**src/rtl/pacote_coerencia.sv**
```systemverilog
// Shared coherence encodings: bus messages, MSI line states, processor ops,
// bus-controller FSM states and the requester eligibility rule.
package pacote_coerencia;

   typedef enum logic [1:0] {
      MSG_INVALIDAR  = 2'b00,
      MSG_READ_MISS  = 2'b01,
      MSG_WRITE_MISS = 2'b10,
      MSG_NENHUMA    = 2'b11
   } msg_t;

   typedef enum logic [1:0] {
      MSI_INVALIDO      = 2'b00,
      MSI_COMPARTILHADO = 2'b01,
      MSI_MODIFICADO    = 2'b10
   } msi_t;

   typedef enum logic [1:0] {
      OP_NENHUMA = 2'b00,
      OP_LEITURA = 2'b01,
      OP_ESCRITA = 2'b10
   } op_t;

   typedef enum logic [2:0] {
      OCIOSO,
      DIFUNDE,
      SNOOP,
      WRITEBACK,
      MEMORIA,
      CONCLUI
   } estado_t;

   function automatic logic elegivel(input logic pedido, input logic [1:0] msg);
      return pedido && (msg != MSG_NENHUMA);
   endfunction

endpackage

```
**src/rtl/controle_barramento_if.sv**
```systemverilog
// Bus bundle between the coherence bus controller (master) and the
// requesters / snoopers / memory around it (slave).
interface controle_barramento_if #(
   parameter int ADDR_W = 8
);
   logic [1:0]        req;
   logic [1:0]        msg0;
   logic [1:0]        msg1;
   logic [ADDR_W-1:0] end0;
   logic [ADDR_W-1:0] end1;
   logic [1:0]        grant;
   logic [1:0]        bus_msg;
   logic [ADDR_W-1:0] bus_end;
   logic              bus_valido;
   logic              snoop_wb;
   logic              snoop_abort;
   logic              mem_req;
   logic              mem_we;
   logic              mem_ack;
   logic [1:0]        done;
   logic              erro;

   modport master (
      input  req, msg0, msg1, end0, end1, snoop_wb, snoop_abort, mem_ack,
      output grant, bus_msg, bus_end, bus_valido, mem_req, mem_we, done, erro
   );

   modport slave (
      output req, msg0, msg1, end0, end1, snoop_wb, snoop_abort, mem_ack,
      input  grant, bus_msg, bus_end, bus_valido, mem_req, mem_we, done, erro
   );
endinterface

```
**src/rtl/arbitro_rr.sv**
```systemverilog
// Two-way round-robin arbiter; the pointer remembers the last winner, which
// gets lowest priority when both requesters are eligible.
module arbitro_rr (
   input  logic       clock,
   input  logic       reset,
   input  logic [1:0] elig,
   input  logic       atualiza,
   input  logic       vencedor_fim,
   output logic       algum,
   output logic       vencedor
);
   logic ultimo;

   // Reset value 1 makes P0 the favoured requester.
   always_ff @(posedge clock) begin
      if (reset)
         ultimo <= 1'b1;
      else if (atualiza)
         ultimo <= vencedor_fim;
   end

   always_comb begin
      algum = |elig;
      if (elig == 2'b11)
         vencedor = ~ultimo;
      else
         vencedor = elig[1];
   end
endmodule

```
**src/rtl/controle_barramento.sv**
```systemverilog
// Snooping-bus controller: arbitrates P0/P1, broadcasts, handles write-back
// and memory access. Optional memory-ack watchdog under `BUS_TIMEOUT_EN.
module controle_barramento
   import pacote_coerencia::*;
#(
   parameter int ADDR_W         = 8,
   parameter int TIMEOUT_CICLOS = 16
) (
   input logic                  clock,
   input logic                  reset,
   controle_barramento_if.master bus
);
   estado_t           estado, prox;
   logic              dono;
   logic [1:0]        msg_q;
   logic [ADDR_W-1:0] end_q;
   logic              abort_q;
   logic [1:0]        elig;
   logic              algum;
   logic              vencedor;
   logic              esperando;
   logic              timeout;

   assign elig      = {elegivel(bus.req[1], bus.msg1), elegivel(bus.req[0], bus.msg0)};
   assign esperando = (estado == WRITEBACK) || (estado == MEMORIA);

   arbitro_rr u_arbitro (
      .clock        (clock),
      .reset        (reset),
      .elig         (elig),
      .atualiza     (estado == CONCLUI),
      .vencedor_fim (dono),
      .algum        (algum),
      .vencedor     (vencedor)
   );

`ifdef BUS_TIMEOUT_EN
   localparam int WD_W = $clog2(TIMEOUT_CICLOS + 1);
   logic [WD_W-1:0] wd;

   // Counter restarts whenever the FSM changes state, so WRITEBACK->MEMORIA
   // gets a fresh budget.
   always_ff @(posedge clock) begin
      if (reset)
         wd <= '0;
      else if (prox != estado)
         wd <= '0;
      else if (esperando)
         wd <= wd + 1'b1;
   end

   assign timeout = esperando && !bus.mem_ack && (wd == WD_W'(TIMEOUT_CICLOS - 1));
`else
   assign timeout = 1'b0;
`endif

   always_ff @(posedge clock) begin
      if (reset) begin
         estado  <= OCIOSO;
         dono    <= 1'b0;
         msg_q   <= MSG_NENHUMA;
         end_q   <= '0;
         abort_q <= 1'b0;
      end else begin
         estado <= prox;
         if (estado == OCIOSO && algum) begin
            dono  <= vencedor;
            msg_q <= vencedor ? bus.msg1 : bus.msg0;
            end_q <= vencedor ? bus.end1 : bus.end0;
         end
         if (estado == SNOOP)
            abort_q <= bus.snoop_abort;
      end
   end

   always_comb begin
      prox = estado;
      case (estado)
         OCIOSO:    if (algum) prox = DIFUNDE;
         DIFUNDE:   prox = SNOOP;
         SNOOP: begin
            if (msg_q == MSG_INVALIDAR)
               prox = CONCLUI;
            else if (bus.snoop_wb)
               prox = WRITEBACK;
            else
               prox = MEMORIA;
         end
         WRITEBACK: begin
            if (bus.mem_ack)
               prox = abort_q ? CONCLUI : MEMORIA;
            else if (timeout)
               prox = CONCLUI;
         end
         MEMORIA:   if (bus.mem_ack || timeout) prox = CONCLUI;
         CONCLUI:   prox = OCIOSO;
         default:   prox = OCIOSO;
      endcase
   end

   always_comb begin
      bus.grant      = '0;
      bus.bus_msg    = MSG_NENHUMA;
      bus.bus_end    = '0;
      bus.bus_valido = 1'b0;
      bus.mem_req    = esperando;
      bus.mem_we     = (estado == WRITEBACK);
      bus.done       = '0;
      bus.erro       = timeout;
      if (estado != OCIOSO)
         bus.grant = dono ? 2'b10 : 2'b01;
      if (estado == DIFUNDE) begin
         bus.bus_valido = 1'b1;
         bus.bus_msg    = msg_q;
         bus.bus_end    = end_q;
      end
      if (estado == CONCLUI)
         bus.done = dono ? 2'b10 : 2'b01;
   end
endmodule
```
**src/flat_wrapper.sv**
```systemverilog
// flat-port wrapper written by rule: the top's interface ports become plain ports
module controle_barramento_flat import pacote_coerencia::*;
#(
   parameter int ADDR_W         = 8,
   parameter int TIMEOUT_CICLOS = 16
)
  (clock, reset, bus_req, bus_msg0, bus_msg1, bus_end0, bus_end1, bus_snoop_wb, bus_snoop_abort, bus_mem_ack, bus_grant, bus_bus_msg, bus_bus_end, bus_bus_valido, bus_mem_req, bus_mem_we, bus_done, bus_erro);
  controle_barramento_if #(.ADDR_W(ADDR_W)) bus_i ();
  input logic clock;
  input logic reset;
  input wire logic [$bits(bus_i.req)-1:0] bus_req;
  input wire logic [$bits(bus_i.msg0)-1:0] bus_msg0;
  input wire logic [$bits(bus_i.msg1)-1:0] bus_msg1;
  input wire logic [$bits(bus_i.end0)-1:0] bus_end0;
  input wire logic [$bits(bus_i.end1)-1:0] bus_end1;
  input wire logic [$bits(bus_i.snoop_wb)-1:0] bus_snoop_wb;
  input wire logic [$bits(bus_i.snoop_abort)-1:0] bus_snoop_abort;
  input wire logic [$bits(bus_i.mem_ack)-1:0] bus_mem_ack;
  output wire logic [$bits(bus_i.grant)-1:0] bus_grant;
  output wire logic [$bits(bus_i.bus_msg)-1:0] bus_bus_msg;
  output wire logic [$bits(bus_i.bus_end)-1:0] bus_bus_end;
  output wire logic [$bits(bus_i.bus_valido)-1:0] bus_bus_valido;
  output wire logic [$bits(bus_i.mem_req)-1:0] bus_mem_req;
  output wire logic [$bits(bus_i.mem_we)-1:0] bus_mem_we;
  output wire logic [$bits(bus_i.done)-1:0] bus_done;
  output wire logic [$bits(bus_i.erro)-1:0] bus_erro;
  assign bus_i.req = bus_req;
  assign bus_i.msg0 = bus_msg0;
  assign bus_i.msg1 = bus_msg1;
  assign bus_i.end0 = bus_end0;
  assign bus_i.end1 = bus_end1;
  assign bus_i.snoop_wb = bus_snoop_wb;
  assign bus_i.snoop_abort = bus_snoop_abort;
  assign bus_i.mem_ack = bus_mem_ack;
  assign bus_grant = bus_i.grant;
  assign bus_bus_msg = bus_i.bus_msg;
  assign bus_bus_end = bus_i.bus_end;
  assign bus_bus_valido = bus_i.bus_valido;
  assign bus_mem_req = bus_i.mem_req;
  assign bus_mem_we = bus_i.mem_we;
  assign bus_done = bus_i.done;
  assign bus_erro = bus_i.erro;
  controle_barramento #(.ADDR_W(ADDR_W), .TIMEOUT_CICLOS(TIMEOUT_CICLOS)) u_core (.clock(clock), .reset(reset), .bus(bus_i));
endmodule
```
**config.mk**
```make
export PLATFORM = sky130hd
export DESIGN_NAME = controle_barramento_flat
export DESIGN_NICKNAME = d
export VERILOG_FILES = /design/src/rtl/pacote_coerencia.sv /design/src/rtl/controle_barramento_if.sv /design/src/rtl/arbitro_rr.sv /design/src/rtl/controle_barramento.sv /design/src/flat_wrapper.sv
export SDC_FILE = /design/constraint.sdc
export NUM_CORES = 1
export LEC_CHECK = 0
export BUFFER_PORTS_ARGS = -buffer_cell sky130_fd_sc_hd__buf_2
export CAP_MARGIN = 20
export CORE_MARGIN = 2
export CORE_UTILIZATION = 36
export DETAILED_ROUTE_END_ITERATION = 10
export GPL_TIMING_DRIVEN = 0
export MAX_ROUTING_LAYER = met4
export PLACE_DENSITY_LB_ADDON = 0.2
export SYNTH_ARGS = -nofsm -noshare
export SYNTH_HDL_FRONTEND = slang
export SYNTH_SLANG_ARGS = --single-unit
```
**constraint.sdc**
```tcl
create_clock -name clock -period 1.5 [get_ports clock]
set_input_delay 0.225 -clock clock [delete_from_list [all_inputs] [get_ports clock]]
set_output_delay 0.225 -clock clock [all_outputs]
set_load 0.01 [all_outputs]
```
==> metrics.md <==
| Metric | Value |
|---|---|
| Outcome | complete, but fails checks |
| Failing checks | negative setup slack |
| Sequential fraction of design power | 0.356 |
| Clock skew | 1.09 ps |
| Max cap viols | 0 |
| Synthesized flop and latch total | 16 |
| Initial DRC Count | 22 |
| Worst-path clk slew | 100 ps |
| Number of global-route vias before repair | between 900 and 1000 |
| Pre-antenna DRT Iters | 4 |
| Pins Over Slew Limit | 0 |
| Distinct cells, synth | 34 |
| Num CTS Buffers | 3 |
| DP HPWL | 1.75 mm |
| Row count | 19 |
| N_diodes | 0 |
| Leading area contributor after synthesis | dfxtp_1 |
| Worst Setup Start Kind | register |
| Synth Warn # | 0 |
| CTS tree | done |
| GRT Total Usage | 0.170 |
| H-tree levels | 1 |
| Ys flop type | dfxtp_1 |
| Final min period | about 1500 ps |
| Post-synthesis cell count | 105 |
| Gr ovfl total | 0 |
| Most common cell in the netlist | dfxtp_1 |
| Core area | 0.00269 mm^2 |
| Final hold violations | 0 |
| Worst-Skew Late Latency | 290 ps |
| Flop-to-flop setup slack | 20 ps |
| Area fraction of the dominant cell type after synthesis | 0.323 |
| P per Cell Area | 1100 mW/mm^2 |
| WL final | 2.58 mm |
| Worst Path Required | about 1300 ps |
| Crit Path Max Fanout | 8 |
| Combinational Power Share | 0.466 |
| Psw | 0.000560 W |
| First-pass GRT wire length | slightly above 4 mm |
| TNS Setup | -258 ps |
| CP arrival | between 1000 and 1500 ps |
| Wire per inst | 13.5 um |
| Syn Area/Cell | between 9 and 10 um^2 |
| Post-route cell area | 0.00148 mm^2 |
| Sw Ratio | 0.345 |
| VDD IR max | approximately 0.00063 V |
| CP Capture Type | output pin |
| Worst Hold Class | primary input to register |
| Mapped Nets | 132 |
| Die Y | 56.5 um |
| Final Wtd Congestion | roughly 0.72 |
| PnR worst setup slack | -42.4 ps |
| Place WS | -12.0 ps |
| Pin count of the biggest net entering global routing | 11 |
| Largest cells by area after synthesis | dfxtp_1, mux2i_1, a211oi_2 |
| Post-synth ARST share | 0 |
| Initial Util | 0.369 |
| EDFF count, synth | 0 |
| Vias per cell | 4.98 |
| Clock power share | 0.179 |
| Kind of critical path | register to output pin |
| Initial antenna violation count | 0 |
| Number of top-level pins | 45 |
| DR vias | 952 |
| Sequential share of the synthesized area | 0.323 |
| DP Area | 0.00124 mm^2 |
| Die Wd | 56.5 um |
| Die area | 0.00319 mm^2 |
| Period Utilization, post-route | 1.03 |
| Fillers | 263 |
| Sink Count | 16 |
| Port-buffer cells | 42 |
| CTS root buf | clkbuf_4 |
| Internal | roughly 0.0011 W |
| Mapped Area | 992 um^2 |
| Cts hold-fix bufs | 0 |
| Area Overhead vs Synth | 49.2% |
| Setup Viol. Count Final | 10 |
| Share of layout cells above drive strength 1 | 0.581 |
| RSZ-0062 raised after global routing | yes |
| CTS max path bufs | 2 |
| Final ANT Viol Nets | 0 |
| Lkg Pwr | slightly below 0.7 nW |
| Drt drc | 0 |
| FMAX | 0.648 GHz |
| Commonest cells post-synth | dfxtp_1, nor2_1, mux2i_1 |
| NumNets Final | 188 |
==> sequential cells by signal, indices dropped and copies added (netlist names) <==
name                     flops
u_core.abort_q               1
u_core.dono                  1
u_core.end_q                 8
u_core.estado                3
u_core.msg_q                 2
u_core.u_arbitro.ultimo      1
==> cells in the final DEF, fill, tap and decap left out, drive strengths merged <==
cell     synthesis  routed
buf              8      59
dfxtp           16      16
nor2            13      13
mux2i           12      12
and2             9       9
a211oi           8       8
clkbuf           1       5
nand2            4       4
nor3             4       4
a21oi            3       3
nor2b            3       3
inv              3       3
nand2b           2       2
and3             2       2
o21ai            2       2
a21bo            2       2
a21o             1       1
a21boi           1       1
a31oi            1       1
a2bb2oi          1       1
and2b            1       1
o211ai           1       1
a2111oi          1       1
a221oi           1       1
o31ai            1       1
a32o             1       1
o32ai            1       1
a211o            1       1
conb             1       1
==> final timing paths <==
kind	cells after the start	to	startpoint
max	4	bus_bus_end[5]	u_core.estado[1]$_SDFFE_PP0P_
min	3	u_core.abort_q$_SDFFE_PP0P_	bus_snoop_abort
min reg2reg	2	u_core.abort_q$_SDFFE_PP0P_	u_core.abort_q$_SDFFE_PP0P_
max reg2reg	6	u_core.dono$_SDFFE_PP0P_	u_core.estado[0]$_SDFFE_PP0P_
==> metal layers <==
layer | up-vias | global-route usage | wire length (um) | share of wire
li1 | 482 | - | - | -
met4 | 0 | 0.0816 | 44 | 0.017
met5 | - | - | 0 | 0
met3 | 4 | 0.0230 | 133 | 0.052
met2 | 36 | 0.266 | 1220 | 0.47
met1 | 430 | 0.215 | 1180 | 0.46
==> critical path: stages (launching register included) <==
cell and delay [ps]:
dfxtp_4 390, nor3_4 250, buf_6 150, and2_4 140, buf_6 100
==> timing repair <==
item,CTS,global route
buffers inserted,2,7
gates resized for setup,28,15
endpoints found under the setup margin,15,28
hold endpoints to repair,0,0
cloned,1,1
pin swaps,10,9
==> stage by stage <==
stage / instances / utilization / hold slack (ps) / total power (W)
after detailed placement: 178 / 0.462 / 476 / 0.00114
after floorplan: 105 / - / 342 / 0.000978
after CTS: 184 / 0.512 / 169 / 0.00154
after global placement: 178 / 0.462 / 464 / 0.00113
after global routing: 191 / 0.551 / 181 / 0.00173
final: 191 / 0.551 / 179 / 0.00163
==> kinds of logic after synthesis <==
family          Yosys count  share of synthesized area
simple gates             38                      0.204
compound gates           26                      0.262
flops                    16                      0.323
mux                      12                      0.121
buf+inv                  12                     0.0857
other cells               1                    0.00378
==> power groups by stage <==
stage | clock network [W] | registers, W | logic, W
after CTS | 0.000298 | 0.000569 | 0.000672
after global placement | 0 | 0.000552 | 0.000576
after floorplan | 0 | 0.000543 | 0.000435
after global routing | 0.000310 | 0.000591 | 0.000826
final | 0.000290 | 0.000578 | 0.000757
after detailed placement | 0 | 0.000556 | 0.000587
==> final cells by class <==
cell class	count	area, um^2	area share
multi-input combinational	77	638	0.431
timing repair buffer	53	354	0.239
sequential	16	332	0.224
buffer	7	65.1	0.0440
tap	31	38.8	0.0262
clock buffer	4	36.3	0.0245
inverter	3	16.3	0.0110
Power figures use the tool's default switching activity.
